<file path="src/rtl/hazard_stall_gen_pkg.sv">
// Shared constants and the per-source hazard compare for hazard_stall_gen.
package hazard_pkg;

    localparam logic [1:0] TUSE_0    = 2'd0;
    localparam logic [1:0] TUSE_1    = 2'd1;
    localparam logic [1:0] TUSE_2    = 2'd2;
    localparam logic [1:0] TUSE_NONE = 2'd3;

    localparam logic [1:0] TNEW_0 = 2'd0;
    localparam logic [1:0] TNEW_1 = 2'd1;
    localparam logic [1:0] TNEW_2 = 2'd2;

    localparam int MULT_LAT_DEF = 5;
    localparam int DIV_LAT_DEF  = 10;

    localparam logic [4:0] REG_ZERO = 5'd0;

    // A source stalls when a producer in E or M will not have its result ready
    // by the time D consumes it; $0 and unread sources never stall.
    function automatic logic src_hazard(
        input logic [4:0] s,
        input logic [1:0] tuse,
        input logic [4:0] e_wa,
        input logic [1:0] e_tnew,
        input logic [4:0] m_wa,
        input logic [1:0] m_tnew
    );
        return (s != REG_ZERO) && (tuse != TUSE_NONE) &&
               (((s == e_wa) && (e_tnew > tuse)) ||
                ((s == m_wa) && (m_tnew > tuse)));
    endfunction

endpackage

</file>
<file path="src/rtl/hazard_stall_gen_if.sv">
// Pipeline-side signal bundle for hazard_stall_gen; slave is the hazard unit.
interface hazard_stall_gen_if;
    logic [4:0]  D_rs;
    logic [4:0]  D_rt;
    logic [1:0]  D_tuse_rs;
    logic [1:0]  D_tuse_rt;
    logic        D_md_use;
    logic [4:0]  E_wa;
    logic [1:0]  E_tnew;
    logic [4:0]  M_wa;
    logic [1:0]  M_tnew;
    logic        E_md_start;
    logic        E_md_div;
    logic        stall;
    logic        md_busy;
    logic [31:0] stall_cnt;

    modport master (
        output D_rs, D_rt, D_tuse_rs, D_tuse_rt, D_md_use,
        output E_wa, E_tnew, M_wa, M_tnew, E_md_start, E_md_div,
        input  stall, md_busy, stall_cnt
    );

    modport slave (
        input  D_rs, D_rt, D_tuse_rs, D_tuse_rt, D_md_use,
        input  E_wa, E_tnew, M_wa, M_tnew, E_md_start, E_md_div,
        output stall, md_busy, stall_cnt
    );
endinterface

</file>
<file path="src/rtl/hazard_stall_gen_md_busy_cnt.sv">
// MULT/DIV busy tracker: loads the unit latency on issue and counts down to idle.
module md_busy_cnt #(
    parameter int MULT_LAT = hazard_pkg::MULT_LAT_DEF,
    parameter int DIV_LAT  = hazard_pkg::DIV_LAT_DEF,
    parameter int CNT_W    = 4
) (
    input  logic clk,
    input  logic reset,
    input  logic start,
    input  logic div,
    output logic busy
);
    localparam logic [0:0] IDLE = 1'b0;
    localparam logic [0:0] BUSY = 1'b1;

    logic [CNT_W-1:0] cnt;
    logic [0:0]       state;

    assign state = (cnt != '0) ? BUSY : IDLE;

    // A start while BUSY is a protocol violation and deliberately does not reload.
    always_ff @(posedge clk or posedge reset) begin
        if (reset) begin
            cnt <= '0;
        end else begin
            case (state)
                IDLE: if (start) cnt <= div ? CNT_W'(DIV_LAT) : CNT_W'(MULT_LAT);
                BUSY: cnt <= cnt - CNT_W'(1);
                default: cnt <= '0;
            endcase
        end
    end

    assign busy = start | (state == BUSY);
endmodule

</file>
<file path="src/rtl/hazard_stall_gen.sv">
// Pipeline stall request: Tuse/Tnew data hazards plus MULT/DIV busy interlock.
// Optional stall-cycle counter enabled with `define HZ_STALL_CNT_EN.
module hazard_stall_gen
    import hazard_pkg::*;
#(
    parameter int MULT_LAT = MULT_LAT_DEF,
    parameter int DIV_LAT  = DIV_LAT_DEF,
    parameter int CNT_W    = 4
) (
    input logic           clk,
    input logic           reset,
    hazard_stall_gen_if.slave bus
);
    logic rs_hz, rt_hz, data_hazard, md_busy;

    assign rs_hz = src_hazard(bus.D_rs, bus.D_tuse_rs, bus.E_wa, bus.E_tnew, bus.M_wa, bus.M_tnew);
    assign rt_hz = src_hazard(bus.D_rt, bus.D_tuse_rt, bus.E_wa, bus.E_tnew, bus.M_wa, bus.M_tnew);
    assign data_hazard = rs_hz | rt_hz;

    md_busy_cnt #(
        .MULT_LAT (MULT_LAT),
        .DIV_LAT  (DIV_LAT),
        .CNT_W    (CNT_W)
    ) u_md (
        .clk   (clk),
        .reset (reset),
        .start (bus.E_md_start),
        .div   (bus.E_md_div),
        .busy  (md_busy)
    );

    assign bus.md_busy = md_busy;
    assign bus.stall   = data_hazard | (bus.D_md_use & md_busy);

`ifdef HZ_STALL_CNT_EN
    logic [31:0] stall_cnt_q;

    always_ff @(posedge clk or posedge reset) begin
        if (reset)          stall_cnt_q <= '0;
        else if (bus.stall) stall_cnt_q <= stall_cnt_q + 32'd1;
    end

    assign bus.stall_cnt = stall_cnt_q;
`else
    assign bus.stall_cnt = 32'd0;
`endif
endmodule

</file>
<file path="src/flat_wrapper.sv">
// flat-port wrapper written by rule: the top's interface ports become plain ports
module hazard_stall_gen_flat import hazard_pkg::*;
#(
    parameter int MULT_LAT = MULT_LAT_DEF,
    parameter int DIV_LAT  = DIV_LAT_DEF,
    parameter int CNT_W    = 4
)
  (clk, reset, bus_D_rs, bus_D_rt, bus_D_tuse_rs, bus_D_tuse_rt, bus_D_md_use, bus_E_wa, bus_E_tnew, bus_M_wa, bus_M_tnew, bus_E_md_start, bus_E_md_div, bus_stall, bus_md_busy, bus_stall_cnt);
  hazard_stall_gen_if bus_i ();
  input logic clk;
  input logic reset;
  input wire logic [$bits(bus_i.D_rs)-1:0] bus_D_rs;
  input wire logic [$bits(bus_i.D_rt)-1:0] bus_D_rt;
  input wire logic [$bits(bus_i.D_tuse_rs)-1:0] bus_D_tuse_rs;
  input wire logic [$bits(bus_i.D_tuse_rt)-1:0] bus_D_tuse_rt;
  input wire logic [$bits(bus_i.D_md_use)-1:0] bus_D_md_use;
  input wire logic [$bits(bus_i.E_wa)-1:0] bus_E_wa;
  input wire logic [$bits(bus_i.E_tnew)-1:0] bus_E_tnew;
  input wire logic [$bits(bus_i.M_wa)-1:0] bus_M_wa;
  input wire logic [$bits(bus_i.M_tnew)-1:0] bus_M_tnew;
  input wire logic [$bits(bus_i.E_md_start)-1:0] bus_E_md_start;
  input wire logic [$bits(bus_i.E_md_div)-1:0] bus_E_md_div;
  output wire logic [$bits(bus_i.stall)-1:0] bus_stall;
  output wire logic [$bits(bus_i.md_busy)-1:0] bus_md_busy;
  output wire logic [$bits(bus_i.stall_cnt)-1:0] bus_stall_cnt;
  assign bus_i.D_rs = bus_D_rs;
  assign bus_i.D_rt = bus_D_rt;
  assign bus_i.D_tuse_rs = bus_D_tuse_rs;
  assign bus_i.D_tuse_rt = bus_D_tuse_rt;
  assign bus_i.D_md_use = bus_D_md_use;
  assign bus_i.E_wa = bus_E_wa;
  assign bus_i.E_tnew = bus_E_tnew;
  assign bus_i.M_wa = bus_M_wa;
  assign bus_i.M_tnew = bus_M_tnew;
  assign bus_i.E_md_start = bus_E_md_start;
  assign bus_i.E_md_div = bus_E_md_div;
  assign bus_stall = bus_i.stall;
  assign bus_md_busy = bus_i.md_busy;
  assign bus_stall_cnt = bus_i.stall_cnt;
  hazard_stall_gen #(.MULT_LAT(MULT_LAT), .DIV_LAT(DIV_LAT), .CNT_W(CNT_W)) u_core (.clk(clk), .reset(reset), .bus(bus_i));
endmodule
</file>
<file path="config.mk">
export PLATFORM = sky130hd
export DESIGN_NAME = hazard_stall_gen_flat
export DESIGN_NICKNAME = d
export VERILOG_FILES = /design/src/rtl/hazard_stall_gen_pkg.sv /design/src/rtl/hazard_stall_gen_if.sv /design/src/rtl/hazard_stall_gen_md_busy_cnt.sv /design/src/rtl/hazard_stall_gen.sv /design/src/flat_wrapper.sv
export SDC_FILE = /design/constraint.sdc
export NUM_CORES = 1
export LEC_CHECK = 0
export ABC_AREA = 1
export CAP_MARGIN = 0
export CORE_MARGIN = 2
export CORE_UTILIZATION = 40
export DETAILED_ROUTE_END_ITERATION = 16
export PLACE_DENSITY = 0.95
export SLEW_MARGIN = 20
export SYNTH_ARGS = -nofsm -noshare
export SYNTH_HDL_FRONTEND = slang
export SYNTH_SLANG_ARGS = --single-unit
</file>
<file path="constraint.sdc">
create_clock -name clk -period 2.21 [get_ports clk]
set_input_delay 0.442 -clock clk [delete_from_list [all_inputs] [get_ports clk]]
set_output_delay 0.442 -clock clk [all_outputs]
set_load 0.01 [all_outputs]
</file>
Word-level counts from Yosys, hierarchy flattened
Cells that the tools add are included.

storage, ports and cells
  register bits after elaboration = 4

cells by class
  magnitude comparators = 4
  reductions and logical operators = 13
  eq/ne operators = 7
  $add $sub $neg = 1
  muxes and demuxes = 4
  bitwise operators = 5

operators by type and width
  kind                   count
  $eq A5 B5 Y1           4
  $reduce_bool A5 Y1     2
  $gt A2 B2 Y1           4
  $logic_and A1 B1 Y1    8
  $mux W4                2
  $pmux W4 S2            1
  $ne A2 B2 Y1 const B   3
  $reduce_bool A4 Y1     1
  $sub A4 B1 Y4 const B  1
  $or A1 B1 Y1           3
  $logic_or A1 B1 Y1     2
  $and A1 B1 Y1          1
  $mux W1                1
  $not A1 Y1             1

Logic depth before layout (Yosys ltp)
  depth in word-level cells = 6
  gate-level depth with buffers = 11
  mapped depth without buffers = 11

Hierarchy
A second synthesis with hierarchy kept.

unflattened totals
  cells, all modules = 197
  area total of the unflattened synthesis = 1109.8 um^2

modules (own cells, without submodules)
  module            instances  area each (um^2)  cells each
  hazard_stall_gen  1          850.8             161
  md_busy_cnt       1          259.0             36

Worst setup path before layout
Ideal clock, no wire load.

  kind = input-to-output
  start = input bus_E_tnew[0]
  end = output bus_stall
  cell stages on the path = 11
  arrival = 1277 ps
  setup slack = 491 ps
  data required time = 1768 ps
  buffers on the path = 0
  path through = inv_1 > ha_1 > nand2_1 > inv_1 > nor2_1 > nand2_1 > nor2_1 > nand2_1 > nand2_1 > nand2_1 > nand3_1

between the ends
  word-level cells in the longest chain between the ends = 6

RTL lines
  element              RTL line                    source
  from (decl)          flat_wrapper.sv:18          input wire logic [$bits(bus_i.E_tnew)-1:0] bus_E_tnew;
  $gt A2 B2 Y1         hazard_stall_gen_pkg.sv:29  (((s == e_wa) && (e_tnew > tuse)) ||
  $logic_and A1 B1 Y1  hazard_stall_gen_pkg.sv:29
  $logic_or A1 B1 Y1   hazard_stall_gen_pkg.sv:29
  $logic_and A1 B1 Y1  hazard_stall_gen_pkg.sv:28  return (s != REG_ZERO) && (tuse != TUSE_NONE) &&
  $or A1 B1 Y1 *       hazard_stall_gen.sv:18      assign data_hazard = rs_hz | rt_hz;
  $or A1 B1 Y1 *       hazard_stall_gen.sv:33      assign bus.stall = data_hazard | (bus.D_md_use & md_busy);
  to (decl)            flat_wrapper.sv:23          output wire logic [$bits(bus_i.stall)-1:0] bus_stall;

Every way passes the cells marked *; elsewhere a longest branch is shown, timed or not.

Final worst setup path
  start = input bus_D_tuse_rt[1]
  end = output bus_stall

between the ends
  word-level cells in the longest chain between the ends = 6

RTL lines
  element                                 RTL line                                                source
  from (decl)                             flat_wrapper.sv:15                                      input wire logic [$bits(bus_i.D_tuse_rt)-1:0] bus_D_tuse_rt;
  $gt A2 B2 Y1 (on tied branches)         hazard_stall_gen_pkg.sv:29, hazard_stall_gen_pkg.sv:30
  $logic_and A1 B1 Y1 (on tied branches)  hazard_stall_gen_pkg.sv:29, hazard_stall_gen_pkg.sv:30
  $logic_or A1 B1 Y1                      hazard_stall_gen_pkg.sv:29
  $logic_and A1 B1 Y1 *                   hazard_stall_gen_pkg.sv:28
  $or A1 B1 Y1 *                          hazard_stall_gen.sv:18
  $or A1 B1 Y1 *                          hazard_stall_gen.sv:33

Marked as above.

==> out/summary.txt <==
CTS tree: built
Fillers: 258
H-tree levels: 1
Crit path largest cell delay: 290 ps
Die Height: 56.47 µm
overall die area: 3188 µm²
global-route wire length before repair: 3.836 mm
initial antenna violation count: 0
met2 Use GR: 28.41%
Reg with most FFs: u_core.u_md.cnt
drt drc: 0
worst path cell trace: dlygate4sd2_1 -> inv_2 -> ha_1 -> nand2_1 -> o21ai_0 -> nor2_1 -> nand3_1 -> nand2_1 -> nand2_1 -> nand3_1 -> buf_2
CP max FO: 2
final hold vios: 0
switching pwr: 0.3257 mW
Top Registers: u_core.u_md.cnt: 4 flops
met1 Usage GRT: 16.60%
largest net degree at the start of global routing: 7
I/O pin count: 67
DRT iter0 DRCs: 17
RSZ-0062 raised after global routing: false
Layout Nets: 273
Clock transition at path regs: 40 ps
critical path's slowest cell: ha_1
M3 GR Usage: 1.843%
core area: 2686 µm²
number of routed nets with antenna violations: 0
busiest grt layer: met2
vias post-DR: 1089
status: finished, final reports clean
initial core utilization: 40.99%
most used cell, CP: nand2_1
Max VDD drop: 0.4058 mV
DIE WIDTH: 56.47 µm
sequential share of power: 22.5%
max FFs per register: 4
internal power: 0.3919 mW
post-synthesis area per instance: 5.857 µm²
LEAKAGE: 0.9085 nW
CTS Sinks: 4
Max-cap violations: 0
GRT overflow: 0
combinational share of power: 65.3%
critical path type: in -> out
Worst-Skew Late Latency: 230 ps
Clk network pwr share: 12.2%
Sw Ratio: 45.39%
crit path launch type: input port
Worst Skew: 1.888 ps
cells after synthesis: 188
router iterations before antenna repair: 5
Critical Path RT: 1770 ps
Area Overhead vs Synth: 33.52%
synth warn: 0
vias in the first global route: 1022
Tot GR Track Use: 14.83%
hold crit path type: in -> async
FP Rows: 19
Final period util: 95.17%
crit-path leading delay family: simple AND/OR/NAND/NOR gates
Finished Core Util: 54.73%
buffers plus inverters on the worst setup path: 3
flops & latches, synth: 4
via/cell ratio: 4.205
Tmin final: 2103 ps
Clock Tree Buf Depth: 2
endpoint type of the worst setup path: primary output
Mapped Area: 1101 µm²
Root Buffer: clkbuf_4
routed length per placed instance: 9.440 µm
PwrDens: 488.1 nW/µm²
share of post-route cells with drive strength above 1: 12.28%
TritonCTS buffer count: 3
crit path DAT: 1660 ps
Tot Pwr: 0.7176 mW
Slew Viols, Final: 0
drt total wl: 2.445 mm
synth unique cells: 19
Peak Freq: 475.4 MHz
Final HPWL DP: 2.063 mm
final setup violation count: 0
GPL Wtd Cong: 0.8481
Port Buf Inserts: 34
post-synthesis sequential area ratio: 9.091%
# diodes: 0
Yosys cell counts:
library cell | n | share of area (%)
nand3_1 | 8 | 3.6
inv_2 | 1 | 0.34
a21oi_1 | 7 | 3.2
nor2_2 | 2 | 1.1
inv_1 | 37 | 13
o21ai_0 | 5 | 2.3
nand4_1 | 2 | 1.1
nor2_1 | 16 | 5.5
nor2_4 | 2 | 2.0
dfrtp_1 | 4 | 9.1
conb_1 | 1 | 0.34
xor2_1 | 5 | 4.0
nand2_1 | 51 | 17
nor3_2 | 1 | 0.91
nand2_4 | 1 | 1.0
ha_1 | 10 | 11
buf_4 | 32 | 22
o21bai_1 | 1 | 0.68
xnor2_1 | 2 | 1.6
metrics by stage:
| step | cell area, µm² | setup WS [ps] | hold WS (ps) | setup TNS (ps) | cells |
|---|---|---|---|---|---|
| after floorplan | 1217 | 491.3 | 208.1 | 0 | 219 |
| after global placement | 1386 | -584.1 | 477.8 | -584.1 | 256 |
| after detailed placement | 1386 | -602.1 | 476.1 | -602.1 | 256 |
| after CTS | 1421 | 17.84 | 400.6 | 0 | 259 |
| after global routing | 1470 | 1.684 | 415.1 | 0 | 259 |
| final | 1470 | 106.6 | 398.9 | 0 | 259 |
layout make-up:
class	count	area, µm²	share of cell area, %
tap	31	38.79	2.638
timing repair buffer	38	369.1	25.11
multi-input combinational	145	797.0	54.21
clock buffer	3	22.52	1.532
inverter	38	142.6	9.702
sequential	4	100.1	6.809
metal layers:
metal / wire [µm] / up-vias
met5: 0 / -
met2: 1269 / 47
met1: 1003 / 458
met4: 12 / 0
met3: 160 / 2
li1: - / 582
logic make-up after synthesis:
kind of cell / share of synthesized area, %
other: 0.3406
AO/OA/AOI/OAI: 6.136
flip-flops: 9.091
AND/OR/NAND/NOR: 32.73
adder cells (fa/ha/maj): 11.36
buffers and inverters: 34.77
XOR/XNOR: 5.568
worst paths after layout:
path / from / to / slack [ps] / cells past startpoint
max: bus_D_tuse_rt[1] / bus_stall / 110 / 11
min: reset / u_core.u_md.cnt[1] / 400 / 2
max reg2reg: u_core.u_md.cnt[0] / u_core.u_md.cnt[1] / 920 / 9
min reg2reg: u_core.u_md.cnt[0] / u_core.u_md.cnt[0] / 520 / 1
max in group asynchronous: reset / u_core.u_md.cnt[3] / 1670 / 2
min in group clk: u_core.u_md.cnt[0] / u_core.u_md.cnt[0] / 520 / 1
cell usage in the layout (no fill, tap or decap), types with 7 or more instances in the layout:
cell / netlist / layout
nand3_1: 8 / 8
nand2_1: 51 / 51
inv_2: 1 / 7
nor2_1: 16 / 16
clkdlybuf4s50_1: 0 / 17
dlymetal6s2s_1: 0 / 8
conb_1: 1 / 32
inv_1: 37 / 31
a21oi_1: 7 / 7
power groups by stage:
| stage | Sequential, mW | Combinational (mW) | Clock [mW] |
|---|---|---|---|
| final | 0.161 | 0.469 | 0.0877 |
| after global routing | 0.167 | 0.534 | 0.100 |
| after CTS | 0.159 | 0.440 | 0.0909 |
| after detailed placement | 0.158 | 0.434 | 0 |
| after global placement | 0.157 | 0.422 | 0 |
| after floorplan | 0.152 | 0.338 | 0 |
repair_timing:
| action | 4_1_cts | 5_1_grt |
|---|---|---|
| buffers inserted | 0 | 0 |
| pin swaps | 7 | 4 |
| hold buffers | 0 | 0 |
| resized for setup | 20 | 18 |
| endpoints found under the setup margin | 2 | 2 |
Note: power is estimated with default switching activity, not from simulation.
